File: config.mk
export PLATFORM = sky130hd
export DESIGN_NAME = controller_sequencer
export DESIGN_NICKNAME = d
export VERILOG_FILES = /design/src/rtl/controller_sequencer.sv
export SDC_FILE = /design/constraint.sdc
export NUM_CORES = 1
export LEC_CHECK = 0
export CAP_MARGIN = 20
export CORE_MARGIN = 2
export CORE_UTILIZATION = 37
export DETAILED_ROUTE_END_ITERATION = 10
export HOLD_SLACK_MARGIN = 0.02
export PLACE_DENSITY = 0.84
export SLEW_MARGIN = 10
export SYNTH_ARGS = -nofsm -noshare
export SYNTH_HDL_FRONTEND = slang
export SYNTH_SLANG_ARGS = --single-unit
File: constraint.sdc
create_clock -name clk -period 2.2 [get_ports clk]
set_input_delay 0.44 -clock clk [delete_from_list [all_inputs] [get_ports clk]]
set_output_delay 0.44 -clock clk [all_outputs]
set_load 0.005 [all_outputs]
File: src/rtl/controller_sequencer.sv
// ============================================================================
//  Module      : controller_sequencer
//  Description : CPU control unit. One-hot T-state ring counter,
//                fetch/extended-fetch sequencer, opcode decoder and halt
//                latch. Drives every datapath control from the state, the
//                opcode (instruction register bits [7:4]) and the ALU flags.
//  Revision    : 1.0 - initial release
// ============================================================================
`default_nettype none

module controller_sequencer (
  input  logic       clk,
  input  logic       clear_n,
  input  logic [7:0] controller_sequencer_input,
  input  logic       zero_flag,
  input  logic       carry_flag,
  output logic       count_pc,
  output logic       clear_pc,
  output logic       enable_pc,
  output logic       load_pc,
  output logic       load_accum,
  output logic       enable_accum,
  output logic       load_mar,
  output logic       ce_ram,
  output logic       we_ram,
  output logic       sub_mode,
  output logic       enable_alu,
  output logic       load_mdr_reg,
  output logic       enable_mdr_reg,
  output logic       load_b_reg,
  output logic       enable_b_reg,
  output logic       load_c_reg,
  output logic       enable_c_reg,
  output logic       load_temp_reg,
  output logic       load_output_reg,
  output logic       load_inst_reg,
  output logic       enable_inst_reg,
  output logic       clear_inst_reg,
  output logic [9:0] t_state,
  output logic       extended_fetch,
  output logic       halted
);

  typedef enum logic [3:0] {
    ST_INIT = 4'd0,
    ST_T0   = 4'd1,
    ST_T1   = 4'd2,
    ST_T2   = 4'd3,
    ST_T3   = 4'd4,
    ST_T4   = 4'd5,
    ST_T5   = 4'd6,
    ST_T6   = 4'd7,
    ST_T7   = 4'd8,
    ST_T8   = 4'd9,
    ST_T9   = 4'd10,
    ST_HALT = 4'd11
  } state_e;

  localparam logic [3:0] OP_LDA = 4'h1;
  localparam logic [3:0] OP_ADD = 4'h2;
  localparam logic [3:0] OP_SUB = 4'h3;
  localparam logic [3:0] OP_STA = 4'h4;
  localparam logic [3:0] OP_MVB = 4'h5;
  localparam logic [3:0] OP_MVC = 4'h6;
  localparam logic [3:0] OP_JMP = 4'h7;
  localparam logic [3:0] OP_JZ  = 4'h8;
  localparam logic [3:0] OP_JC  = 4'h9;
  localparam logic [3:0] OP_OUT = 4'hE;
  localparam logic [3:0] OP_HLT = 4'hF;

  state_e     state_q;
  state_e     state_d;
  logic [3:0] opcode;
  logic       is_two_byte;   // instruction carries an operand/address byte
  logic       is_mem_ref;    // operand byte is a RAM address (LDA/ADD/SUB/STA)
  logic       is_jump;
  logic       jump_taken;
  logic       unused_low_nibble;

  assign opcode            = controller_sequencer_input[7:4];
  assign unused_low_nibble = ^controller_sequencer_input[3:0];

  assign is_mem_ref  = (opcode >= OP_LDA) && (opcode <= OP_STA);
  assign is_jump     = (opcode == OP_JMP) || (opcode == OP_JZ) || (opcode == OP_JC);
  assign is_two_byte = is_mem_ref || is_jump;

  // Flags are only meaningful in T5; a not-taken jump still skips the operand byte.
  assign jump_taken = (opcode == OP_JMP) ||
                      ((opcode == OP_JZ) && zero_flag) ||
                      ((opcode == OP_JC) && carry_flag);

  // Next-state sequencing: fetch, optional extended fetch, execute, back to T0.
  always_comb begin
    state_d = state_q;
    case (state_q)
      ST_INIT: state_d = ST_T0;
      ST_T0:   state_d = ST_T1;
      ST_T1:   state_d = ST_T2;
      ST_T2:   state_d = ST_T3;
      ST_T3: begin
        if (opcode == OP_HLT)  state_d = ST_HALT;
        else if (is_two_byte)  state_d = ST_T4;
        else                   state_d = ST_T0;
      end
      ST_T4:   state_d = ST_T5;
      ST_T5:   state_d = is_jump ? ST_T0 : ST_T6;
      ST_T6:   state_d = ((opcode == OP_ADD) || (opcode == OP_SUB)) ? ST_T7 : ST_T0;
      ST_T7:   state_d = ST_T0;
      ST_HALT: state_d = ST_HALT;
      // T8/T9 are unused; any corrupted encoding recovers through T0.
      default: state_d = ST_T0;
    endcase
  end

  // State register; clear_n forces INIT immediately, including from HALT.
  always_ff @(posedge clk or negedge clear_n) begin
    if (!clear_n) state_q <= ST_INIT;
    else          state_q <= state_d;
  end

  // One-hot T-state view of the sequencer; HALT shows T3 held.
  always_comb begin
    t_state = 10'd0;
    case (state_q)
      ST_T0:   t_state = 10'b00_0000_0001;
      ST_T1:   t_state = 10'b00_0000_0010;
      ST_T2:   t_state = 10'b00_0000_0100;
      ST_T3:   t_state = 10'b00_0000_1000;
      ST_T4:   t_state = 10'b00_0001_0000;
      ST_T5:   t_state = 10'b00_0010_0000;
      ST_T6:   t_state = 10'b00_0100_0000;
      ST_T7:   t_state = 10'b00_1000_0000;
      ST_T8:   t_state = 10'b01_0000_0000;
      ST_T9:   t_state = 10'b10_0000_0000;
      ST_HALT: t_state = 10'b00_0000_1000;
      default: t_state = 10'd0;
    endcase
  end

  assign halted         = (state_q == ST_HALT);
  assign extended_fetch = is_two_byte &&
                          ((state_q == ST_T3) || (state_q == ST_T4) || (state_q == ST_T5));

  // These register paths are never used by this instruction set.
  assign load_mdr_reg    = 1'b0;
  assign enable_mdr_reg  = 1'b0;
  assign enable_b_reg    = 1'b0;
  assign enable_c_reg    = 1'b0;
  assign enable_inst_reg = 1'b0;

  // Control decode per state and opcode; anything not driven stays 0.
  always_comb begin
    count_pc        = 1'b0;
    clear_pc        = 1'b0;
    enable_pc       = 1'b0;
    load_pc         = 1'b0;
    load_accum      = 1'b0;
    enable_accum    = 1'b0;
    load_mar        = 1'b0;
    ce_ram          = 1'b0;
    we_ram          = 1'b0;
    sub_mode        = 1'b0;
    enable_alu      = 1'b0;
    load_b_reg      = 1'b0;
    load_c_reg      = 1'b0;
    load_temp_reg   = 1'b0;
    load_output_reg = 1'b0;
    load_inst_reg   = 1'b0;
    clear_inst_reg  = 1'b0;
    case (state_q)
      ST_INIT: begin
        clear_pc       = 1'b1;
        clear_inst_reg = 1'b1;
      end
      ST_T0: begin
        enable_pc = 1'b1;
        load_mar  = 1'b1;
      end
      ST_T1: count_pc = 1'b1;
      ST_T2: begin
        ce_ram        = 1'b1;
        load_inst_reg = 1'b1;
      end
      ST_T3: begin
        if (is_two_byte) begin
          enable_pc = 1'b1;
          load_mar  = 1'b1;
        end else begin
          case (opcode)
            OP_MVB: begin enable_accum = 1'b1; load_b_reg      = 1'b1; end
            OP_MVC: begin enable_accum = 1'b1; load_c_reg      = 1'b1; end
            OP_OUT: begin enable_accum = 1'b1; load_output_reg = 1'b1; end
            default: ;
          endcase
        end
      end
      ST_T4: count_pc = is_two_byte;
      ST_T5: begin
        // Operand byte goes onto the bus: into MAR for memory ops, PC for taken jumps.
        ce_ram   = is_two_byte;
        load_mar = is_mem_ref;
        load_pc  = is_jump && jump_taken;
      end
      ST_T6: begin
        case (opcode)
          OP_LDA:         begin ce_ram = 1'b1; load_accum    = 1'b1; end
          OP_ADD, OP_SUB: begin ce_ram = 1'b1; load_temp_reg = 1'b1; end
          OP_STA:         begin enable_accum = 1'b1; we_ram  = 1'b1; end
          default: ;
        endcase
      end
      ST_T7: begin
        if ((opcode == OP_ADD) || (opcode == OP_SUB)) begin
          enable_alu = 1'b1;
          load_accum = 1'b1;
          sub_mode   = (opcode == OP_SUB);
        end
      end
      default: ;
    endcase
  end

endmodule

`default_nettype wire

==> results.md <==
- Reg-to-reg endpoint: state_q[2]
- Cell taking the most area after synthesis: dfrtp_1
- DRT Wirelength: 3010 um
- Initial antenna violation count: 0
- Worst Setup Path Type: reg2out
- Failing checks: setup timing
- Fin. Hold Viols: 0
- Max frequency: 451 MHz
- Post-synth EDFFs: 0
- R2R Setup Slk: 790 ps
- Placement Cell Area: 1240 um^2
- CP Buf/Inv Count: 3
- Number of diodes: 0
- Asr flop ratio synth: 100%
- Core area: 1710 um^2
- Setup crit end kind: primary output
- Number of remaining DRC errors: 0
- Die Y: 46.3 um
- Post-synthesis sequential area ratio: 15.2%
- CTS Buf Count: 3
- Slowest cell on crit path: clkdlybuf4s50_1
- Clock root cell: clkbuf_4
- Min cycle time layout: 2220 ps
- Type of origin of the critical path: flip-flop
- WP data arrival: 1780 ps
- Routed Antenna Nets: 0
- CTS tree: yes
- Fill cells: 104
- Delay of the slowest critical-path stage: 480 ps
- Die area: 2140 um^2
- Top FF cell, synth: dfrtp_1
- Vias in the first global route: 1039
- Status: complete, but fails checks
- Worst r2r src: state_q[3]
- Worst Hold Class: in2async
- Setup Viol. Count Final: 1
- Max reg flops: 4
- Via density: 5.21
- Max Fanout on Critical Path: 7
- CP Cell Sequence: buf_4, or3_4, inv_1, clkdlybuf4s50_1
- VDD IR max: 0.417 mV
- Hpwl dp: 1970 um
- CP endpoint: t_state[0]
- Fin worst setup slack: -17.5 ps
- Final Max Slew Viols: 0
- Top post-synthesis cells by area: dfrtp_1 (15%), buf_4 (9.1%), nor3_1 (6.8%), nor2_1 (6.3%), nand2b_1 (5.7%)
- Buffers added on ports: 36
- Regs by FF count: state_q x4
- Clock Tree Buf Depth: 2
- WL/cell: 15.4 um
- Synthesized area per cell: 6.67 um^2
- Worst-skew pair later-pin latency: 230 ps
- Max Clock Skew: 1.13 ps
- Yosys reg bits: 4
- Static leakage power: 0.716 nW
- Area grow syn2layout: 111%
- Finished layout cell area: 1400 um^2
- Max cap viols: 0
- PD cells: 913 nW/um^2
- Share of cells above drive strength 1: 45.9%
- Count of boundary I/O pins: 46
- Syn. warnings: 0
- Area share of the largest cell type after synthesis: 15.2%
- Initial DRC Count: 23
- Largest reg by FF count: state_q
- Critical path startpoint: state_q[3]
- Cells after Synth: 99
- GR Overflow Total: 0
- Initial core utilization: 38.7%
- CP delay by family, top: buffers and inverters
- Tot GR Track Use: 27.7%
- Mapped cell area: 661 um^2
- Final Cycle Share: 101%
- # H-tree levels: 1
- Die Wd: 46.3 um
- Crit. path cell count: 4
- Clock sink count: 4
- Row count: 15
- TritonRoute pass-1 iters: 4
- First-pass GRT wire length: 4310 um
- Final #Nets: 184
- Synth unique cells: 36
- Largest net degree at the start of global routing: 9
- Req. time, crit path: 1760 ps
- Unrepaired setup endpoints after global routing: true
- Clock-pin slew on the worst setup and hold paths: 40 ps
- WHS: 406 ps
- GPL Wtd Cong: 0.909
- Via count: 1015
- R2r worst-path depth: 5
## synthesized netlist by cell type, types with 2 or more instances
cell type,instances
inv_1,5
a21oi_1,3
buf_4,8
o31a_1,2
dfrtp_1,4
nor2b_1,3
nand2b_1,6
o21ai_0,7
nor4_1,2
nand2_1,9
or3_1,2
and3_1,2
buf_2,5
nor2_1,11
nor3_1,9
## repair_timing
action / in CTS / in global routing
cloned: 0 / 0
buffers inserted: 4 / 4
hold buffers: 0 / 0
pin swaps: 2 / 4
gates resized for setup: 60 / 18
endpoints found under the setup margin: 27 / 17
## report_power, final
part	total (mW)	internal [mW]	leakage, nW	switching (mW)
Clock	0.0918	0.0611	0.0138	0.0307
Combinational	1.03	0.568	0.657	0.460
Sequential	0.156	0.110	0.0451	0.0463
## area by class of cell
| cell class | count | area (um^2) | share of cell area [%] |
|---|---|---|---|
| repair buffers | 78 | 662 | 47.4 |
| multi-input cells | 80 | 554 | 39.7 |
| flip-flops and latches | 4 | 105 | 7.53 |
| well taps | 25 | 31.3 | 2.24 |
| clock buffers | 3 | 22.5 | 1.61 |
| inverters | 5 | 21.3 | 1.52 |
## worst min-delay path by stage
stage | startpoint | endpoint | slack [ps] | depth (start not counted)
floorplan | clear_n | state_q[0] | 140 | 0
global placement | clear_n | state_q[3] | 650 | 1
detailed placement | clear_n | state_q[3] | 650 | 1
CTS | clear_n | state_q[2] | 400 | 1
global route | clear_n | state_q[0] | 400 | 1
finish | clear_n | state_q[3] | 410 | 1
## stage by stage
stage / std cells / setup TNS (ps) / power (mW) / util, % / setup slack (ps)
finish: 195 / -17.5 / 1.28 / 81.8 / -17.5
global route: 195 / -205 / 1.35 / 81.8 / -79.4
CTS: 192 / -88.0 / 1.15 / 79.3 / -59.3
detailed placement: 185 / -5520 / 0.996 / 72.7 / -449
global placement: 185 / -4870 / 0.962 / 72.7 / -392
floorplan: 103 / 0 / 0.522 / - / 531
## layout by cell type, fill, tap and decap left out, drive strengths merged, types with 4 or more instances in the layout
| cell type | instances |
|---|---|
| dlygate4sd2 | 13 |
| nor2 | 11 |
| dfrtp | 4 |
| nand2 | 9 |
| buf | 46 |
| clkdlybuf4s50 | 10 |
| clkbuf | 5 |
| o21ai | 8 |
| clkdlybuf4s15 | 4 |
| nor3 | 9 |
| nand2b | 6 |
| inv | 5 |
| conb | 5 |
## layer usage
metal,vias up,track usage [%],share of wire [%]
met5,-,0,0
li1,479,-,-
met3,8,6.67,4.9
met4,0,9.71,2.5
met1,476,26.8,38
met2,52,55.0,55
## worst register-to-register path, delay by kind of cell, from the launching register on
kind                   cells  cell delay (ps)
AO/OA/AOI/OAI              1              240
buffers and inverters      2              280
flip-flops                 1              430
AND/OR/NAND/NOR            2              370
## cell families after synthesis
group                     Yosys count  share of synthesized area [%]
AOI/OAI and AO/OA                  21                           21.4
xor gates and xnor gates            1                           1.33
buffers and inverters              19                           16.3
DFF                                 4                           15.2
other                               1                          0.568
and+or+nand+nor                    53                           45.3
(Power assumes the default switching activity.)
